<file path="config.mk">
export PLATFORM = sky130hd
export DESIGN_NAME = seq_ctrl_flat
export DESIGN_NICKNAME = d
export VERILOG_FILES = /design/src/rtl/rv32_ctrl_pkg.sv /design/src/rtl/seq_ctrl_if.sv /design/src/rtl/op_class.sv /design/src/rtl/seq_ctrl.sv /design/src/flat_wrapper.sv
export SDC_FILE = /design/constraint.sdc
export NUM_CORES = 1
export LEC_CHECK = 0
export ABC_AREA = 1
export CAP_MARGIN = 20
export CORE_MARGIN = 2
export CORE_UTILIZATION = 40
export CTS_BUF_LIST = sky130_fd_sc_hd__clkbuf_4 sky130_fd_sc_hd__clkbuf_8
export DETAILED_ROUTE_END_ITERATION = 6
export PLACE_DENSITY = 0.7
export SETUP_SLACK_MARGIN = 0.15
export SKIP_LAST_GASP = 1
export SYNTH_ARGS = -nofsm -noshare
export SYNTH_HDL_FRONTEND = slang
export SYNTH_SLANG_ARGS = --single-unit
</file>
<file path="constraint.sdc">
create_clock -name clk -period 2 [get_ports clk]
set_input_delay 0.6 -clock clk [delete_from_list [all_inputs] [get_ports clk]]
set_output_delay 0.6 -clock clk [all_outputs]
set_load 0.03 [all_outputs]
</file>
<file path="src/rtl/rv32_ctrl_pkg.sv">
// Shared constants for the multi-cycle sequencer: FSM state
// encodings, RV32 major opcodes and the opcode-class bundle.
package rv32_ctrl_pkg;

    typedef enum logic [2:0] {
        S_IDLE   = 3'd0,
        S_FETCH  = 3'd1,
        S_DECODE = 3'd2,
        S_EXEC   = 3'd3,
        S_MEM    = 3'd4,
        S_WB     = 3'd5,
        S_TRAP   = 3'd6,
        S_CSR    = 3'd7
    } state_t;

    localparam logic [6:0] OP_R      = 7'b0110011;
    localparam logic [6:0] OP_I      = 7'b0010011;
    localparam logic [6:0] OP_LOAD   = 7'b0000011;
    localparam logic [6:0] OP_STORE  = 7'b0100011;
    localparam logic [6:0] OP_BRANCH = 7'b1100011;
    localparam logic [6:0] OP_JAL    = 7'b1101111;
    localparam logic [6:0] OP_JALR   = 7'b1100111;
    localparam logic [6:0] OP_LUI    = 7'b0110111;
    localparam logic [6:0] OP_AUIPC  = 7'b0010111;
    localparam logic [6:0] OP_SYSTEM = 7'b1110011;

    typedef struct packed {
        logic legal;
        logic load;
        logic store;
        logic branch;
        logic jump;
        logic system;
    } op_class_t;

endpackage

</file>
<file path="src/rtl/seq_ctrl_if.sv">
// Shared instruction/data memory port handshake.
// master: sequencer (mem_req/mem_we/addr_sel out, mem_ack in).
interface seq_ctrl_if;
    logic mem_req;
    logic mem_we;
    logic addr_sel;
    logic mem_ack;

    modport master (
        output mem_req,
        output mem_we,
        output addr_sel,
        input  mem_ack
    );

    modport slave (
        input  mem_req,
        input  mem_we,
        input  addr_sel,
        output mem_ack
    );
endinterface

</file>
<file path="src/rtl/op_class.sv">
// Combinational opcode classifier: op_code in, op_class_t out.
// System opcode is legal only when CSR_SEQ_EN is defined.
module op_class
    import rv32_ctrl_pkg::*;
(
    input  logic [6:0] op_code,
    output op_class_t  cls
);

    always_comb begin
        cls        = '0;
        cls.load   = (op_code == OP_LOAD);
        cls.store  = (op_code == OP_STORE);
        cls.branch = (op_code == OP_BRANCH);
        cls.jump   = (op_code == OP_JAL) || (op_code == OP_JALR);
`ifdef CSR_SEQ_EN
        cls.system = (op_code == OP_SYSTEM);
        cls.legal  = op_code inside {OP_R, OP_I, OP_LOAD, OP_STORE,
                                     OP_BRANCH, OP_JAL, OP_JALR,
                                     OP_LUI, OP_AUIPC, OP_SYSTEM};
`else
        cls.system = 1'b0;
        cls.legal  = op_code inside {OP_R, OP_I, OP_LOAD, OP_STORE,
                                     OP_BRANCH, OP_JAL, OP_JALR,
                                     OP_LUI, OP_AUIPC};
`endif
    end

endmodule

</file>
<file path="src/rtl/seq_ctrl.sv">
// Multi-cycle RV32 control sequencer with retired-instruction counter.
// Ports: clk, rst_n, mem (seq_ctrl_if.master), op_code, reg_w, branch,
//   instret_wr/instret_wdata (counter preload), ir_we, pc_we, pc_taken,
//   rf_we, csr_we, trap, state, instret. Option macro: CSR_SEQ_EN.
module seq_ctrl
    import rv32_ctrl_pkg::*;
(
    input  logic        clk,
    input  logic        rst_n,
    seq_ctrl_if.master  mem,
    input  logic [6:0]  op_code,
    input  logic        reg_w,
    input  logic        branch,
    input  logic        instret_wr,
    input  logic [31:0] instret_wdata,
    output logic        ir_we,
    output logic        pc_we,
    output logic        pc_taken,
    output logic        rf_we,
    output logic        csr_we,
    output logic        trap,
    output logic [2:0]  state,
    output logic [31:0] instret
);

    state_t      state_q;
    state_t      state_d;
    op_class_t   cls;
    logic [31:0] instret_q;
    logic        req_c;
    logic        we_c;
    logic        asel_c;

    op_class u_op_class (
        .op_code (op_code),
        .cls     (cls)
    );

    always_ff @(posedge clk or negedge rst_n) begin
        if (!rst_n) begin
            state_q   <= S_IDLE;
            instret_q <= '0;
        end else begin
            state_q <= state_d;
            // Preload wins over a same-cycle retire.
            if (instret_wr)
                instret_q <= instret_wdata;
            else if (pc_we)
                instret_q <= instret_q + 32'd1;
        end
    end

    always_comb begin
        state_d  = state_q;
        req_c    = 1'b0;
        we_c     = 1'b0;
        asel_c   = 1'b0;
        ir_we    = 1'b0;
        pc_we    = 1'b0;
        pc_taken = 1'b0;
        rf_we    = 1'b0;
        csr_we   = 1'b0;
        trap     = 1'b0;
        unique case (state_q)
            S_IDLE: state_d = S_FETCH;
            S_FETCH: begin
                req_c = 1'b1;
                if (mem.mem_ack) begin
                    ir_we   = 1'b1;
                    state_d = S_DECODE;
                end
            end
            S_DECODE: state_d = cls.legal ? S_EXEC : S_TRAP;
            S_EXEC: begin
                unique case (1'b1)
                    cls.load, cls.store: state_d = S_MEM;
                    cls.branch: begin
                        pc_we    = 1'b1;
                        pc_taken = branch;
                        state_d  = S_FETCH;
                    end
`ifdef CSR_SEQ_EN
                    cls.system: state_d = S_CSR;
`endif
                    default: state_d = S_WB;
                endcase
            end
            S_MEM: begin
                // Request qualifiers hold until the ack arrives.
                req_c  = 1'b1;
                asel_c = 1'b1;
                we_c   = cls.store;
                if (mem.mem_ack) begin
                    if (cls.store) begin
                        pc_we   = 1'b1;
                        state_d = S_FETCH;
                    end else begin
                        state_d = S_WB;
                    end
                end
            end
            S_WB: begin
                rf_we    = reg_w;
                pc_we    = 1'b1;
                pc_taken = cls.jump;
                state_d  = S_FETCH;
            end
            S_TRAP: trap = 1'b1;
            S_CSR: begin
`ifdef CSR_SEQ_EN
                csr_we  = 1'b1;
                state_d = S_WB;
`else
                state_d = S_TRAP;
`endif
            end
        endcase
    end

    assign mem.mem_req  = req_c;
    assign mem.mem_we   = we_c;
    assign mem.addr_sel = asel_c;
    assign state        = state_q;
    assign instret      = instret_q;

endmodule

</file>
<file path="src/flat_wrapper.sv">
// flat-port wrapper written by rule: the top's interface ports become plain ports
module seq_ctrl_flat import rv32_ctrl_pkg::*;
  (clk, rst_n, op_code, reg_w, branch, instret_wr, instret_wdata, ir_we, pc_we, pc_taken, rf_we, csr_we, trap, state, instret, mem_mem_req, mem_mem_we, mem_addr_sel, mem_mem_ack);
  seq_ctrl_if mem_i ();
  input  logic clk;
  input  logic rst_n;
  input  logic [6:0] op_code;
  input  logic reg_w;
  input  logic branch;
  input  logic instret_wr;
  input  logic [31:0] instret_wdata;
  output logic ir_we;
  output logic pc_we;
  output logic pc_taken;
  output logic rf_we;
  output logic csr_we;
  output logic trap;
  output logic [2:0] state;
  output logic [31:0] instret;
  output wire logic [$bits(mem_i.mem_req)-1:0] mem_mem_req;
  output wire logic [$bits(mem_i.mem_we)-1:0] mem_mem_we;
  output wire logic [$bits(mem_i.addr_sel)-1:0] mem_addr_sel;
  input wire logic [$bits(mem_i.mem_ack)-1:0] mem_mem_ack;
  assign mem_mem_req = mem_i.mem_req;
  assign mem_mem_we = mem_i.mem_we;
  assign mem_addr_sel = mem_i.addr_sel;
  assign mem_i.mem_ack = mem_mem_ack;
  seq_ctrl u_core (.clk(clk), .rst_n(rst_n), .mem(mem_i), .op_code(op_code), .reg_w(reg_w), .branch(branch), .instret_wr(instret_wr), .instret_wdata(instret_wdata), .ir_we(ir_we), .pc_we(pc_we), .pc_taken(pc_taken), .rf_we(rf_we), .csr_we(csr_we), .trap(trap), .state(state), .instret(instret));
endmodule
</file>
==> reports/qor.csv <==
metric,value,unit
skew,8.71,ps
hold_viol,0,
cts_buffers,5,
syn_inst,490,
setup.worst_path.end_class,output port,
wl,11.3,mm
final_cells,741,
grt_max_degree,36,
power_density,903,nW/um^2
die_width,89.6,um
finalMaxSlewViolations,0,
grt_pass1_vias,3761,
fin_util,0.686,
yosys_warnings,0,
vias,3845,
fin_nets,687,
cap_violations,0,
cts_buffer_depth,2,
pre_cts_slack,-450,ps
grt_usage,0.276,
outcome,"finished, violations left",
crit_buf_inv,2,
syn_to_final_growth,67.7,%
avgSynthCellArea,5.99,um^2
diodes,0,
grt_pass1_wl,17.3,mm
cts_max_level,2,
crit_slowest_cell,dfrtp_2,
arrival,1480,ps
ys_seq_elements,35,
drtIter0Drc,170,
antenna_found_initial,0,
cts_tree,built,
hpwl,7.26,mm
drt_pass1_iterations,5,
synth_area,2930,um^2
synth_nets,536,
clock_latency,290,ps
drc_errors,0,
synthFlopType,dfrtp_1,
synth_edf_count,0,
cts_sinks,35,
synth_top_area_cell,dfrtp_1,
antenna_left,0,
critPathMaxFanout,4,
initial_core_util,0.409,
final_cell_mix,"185 x nand2_1, 58 x nor2_1, 54 x buf_4",
die_area,8030,um^2
crit_family,simple AND/OR/NAND/NOR gates,
setup_viol,13,
num_rows,31,
ys_seq_area_frac,0.299,
vias_per_cell,5.19,
vdd_drop_max,866,uV
synth_cell_type_count,30,
hp-class,reg2reg,
avgRoutedWirePerCell,15.3,um
async_flop_share,1.00,
worst_setup_path_start_kind,register,
ctsHoldBuffers,0,
final_common_cell,nand2_1,
layout_worst_path_cycle_share,1.04,
violations,negative setup slack,
setup_ws,-80.6,ps
synth_area_leaders,"dfrtp_1 30%, nand2_1 27%, nand3_1 12%",
fp.dieH,89.6,um
place_inst,691,
rsz0062_at_grt,true,
cts_root_buf,clkbuf_8,
drive_gt1_frac,0.298,
netlist.area_leader.share,0.299,
p_leak,0.00243,uW
cts.clk_slew.worst_paths,80,ps
core_area,7180,um^2
path_cells,"buf_4, nand2_2, nor2_2, nand3_2, nand3_4, buf_6",
crit_type,reg2out,
finalCriticalPeriod,2080,ps
port_buffers,87,
finalWeightedCongestion,0.895,
worstPathRequired,1400,ps
io_pins,89,
grt-ovfl-total,0,
fmax,0.481,GHz
worst_path_largest_cell_delay,420,ps
==> registers in the layout, summed over array words and instances, names as in the netlist <==
signal,flops
u_core.state,3
u_core.instret,32
==> worst paths after layout <==
path / startpoint / end / slack (ps) / depth (start not counted)
max: u_core.state[1] / pc_we / -80 / 6
min: u_core.instret[1] / u_core.instret[1] / 550 / 2
max reg2reg: u_core.state[1] / u_core.instret[27] / -30 / 12
min reg2reg: u_core.instret[1] / u_core.instret[1] / 550 / 2
max in group asynchronous: rst_n / u_core.state[0] / 1100 / 2
min in group asynchronous: rst_n / u_core.instret[31] / 670 / 2
==> report_power, final <==
| part | switching [uW] | total [uW] | internal [uW] | leakage [uW] |
|---|---|---|---|---|
| sequential | 316 | 1220 | 900 | 0.000428 |
| combinational | 1540 | 2700 | 1160 | 0.00196 |
| clock | 292 | 531 | 239 | 0.0000477 |
==> area by class of cell <==
type / count / area (um^2)
fillers: 604 / 2260
multi-input cells: 401 / 2190
repair buffers: 157 / 1480
flip-flops and latches: 35 / 880
inverters: 41 / 166
well taps: 99 / 124
clock buffers: 5 / 68.8
clock inverters: 3 / 15.0
==> Yosys cell counts, drive strengths merged, types with 3 or more instances <==
cell    instances
nand2         219
nand3          72
nor2           70
inv            41
dfrtp          35
o21ai          10
clkbuf          7
nand3b          7
buf             6
o21bai          5
nand4           4
or2             3
==> per-layer routing <==
| metal | vias up | track usage | wire [um] |
|---|---|---|---|
| li1 | 1846 | - | - |
| met1 | 1800 | 0.333 | 4490 |
| met2 | 163 | 0.491 | 5790 |
| met3 | 36 | 0.0411 | 685 |
| met4 | 0 | 0.107 | 384 |
| met5 | - | 0 | 0 |
==> cell families (layout without fill, tap and decap cells) <==
logic type | Yosys count | after routing | synth area share
AOI/OAI and AO/OA | 18 | 18 | 0.0427
buffers and inverters | 54 | 206 | 0.0811
DFF | 35 | 35 | 0.299
adders and majority gates | 1 | 1 | 0.00427
xor gates and xnor gates | 4 | 4 | 0.0119
other | 1 | 1 | 0.00128
and+or+nand+nor | 377 | 377 | 0.560
==> metrics by stage <==
step                total power [uW]  TNS [ps]  hold WS [ps]  instance area [um^2]
floorplan                       2460         0           304                  2970
global placement                3300     -8670           526                  4120
detailed placement              3340    -10350           530                  4120
CTS                             4150      -202           544                  4680
global route                    4700     -1990           566                  4920
finish                          4440      -472           551                  4920
==> worst reg2reg max path, delay by kind of cell, from the launching register on <==
| family | cells | cell delay [ps] |
|---|---|---|
| and+or+nand+nor | 7 | 890 |
| DFF | 1 | 450 |
| buffers and inverters | 5 | 630 |
==> timing repair <==
| item | in CTS | in global routing |
|---|---|---|
| gates cloned | 1 | 0 |
| pin swaps | 32 | 24 |
| buffers inserted | 35 | 6 |
| setup endpoints to repair | 72 | 42 |
| gates resized for setup | 121 | 55 |
Note: power is estimated with default switching activity, not from simulation.
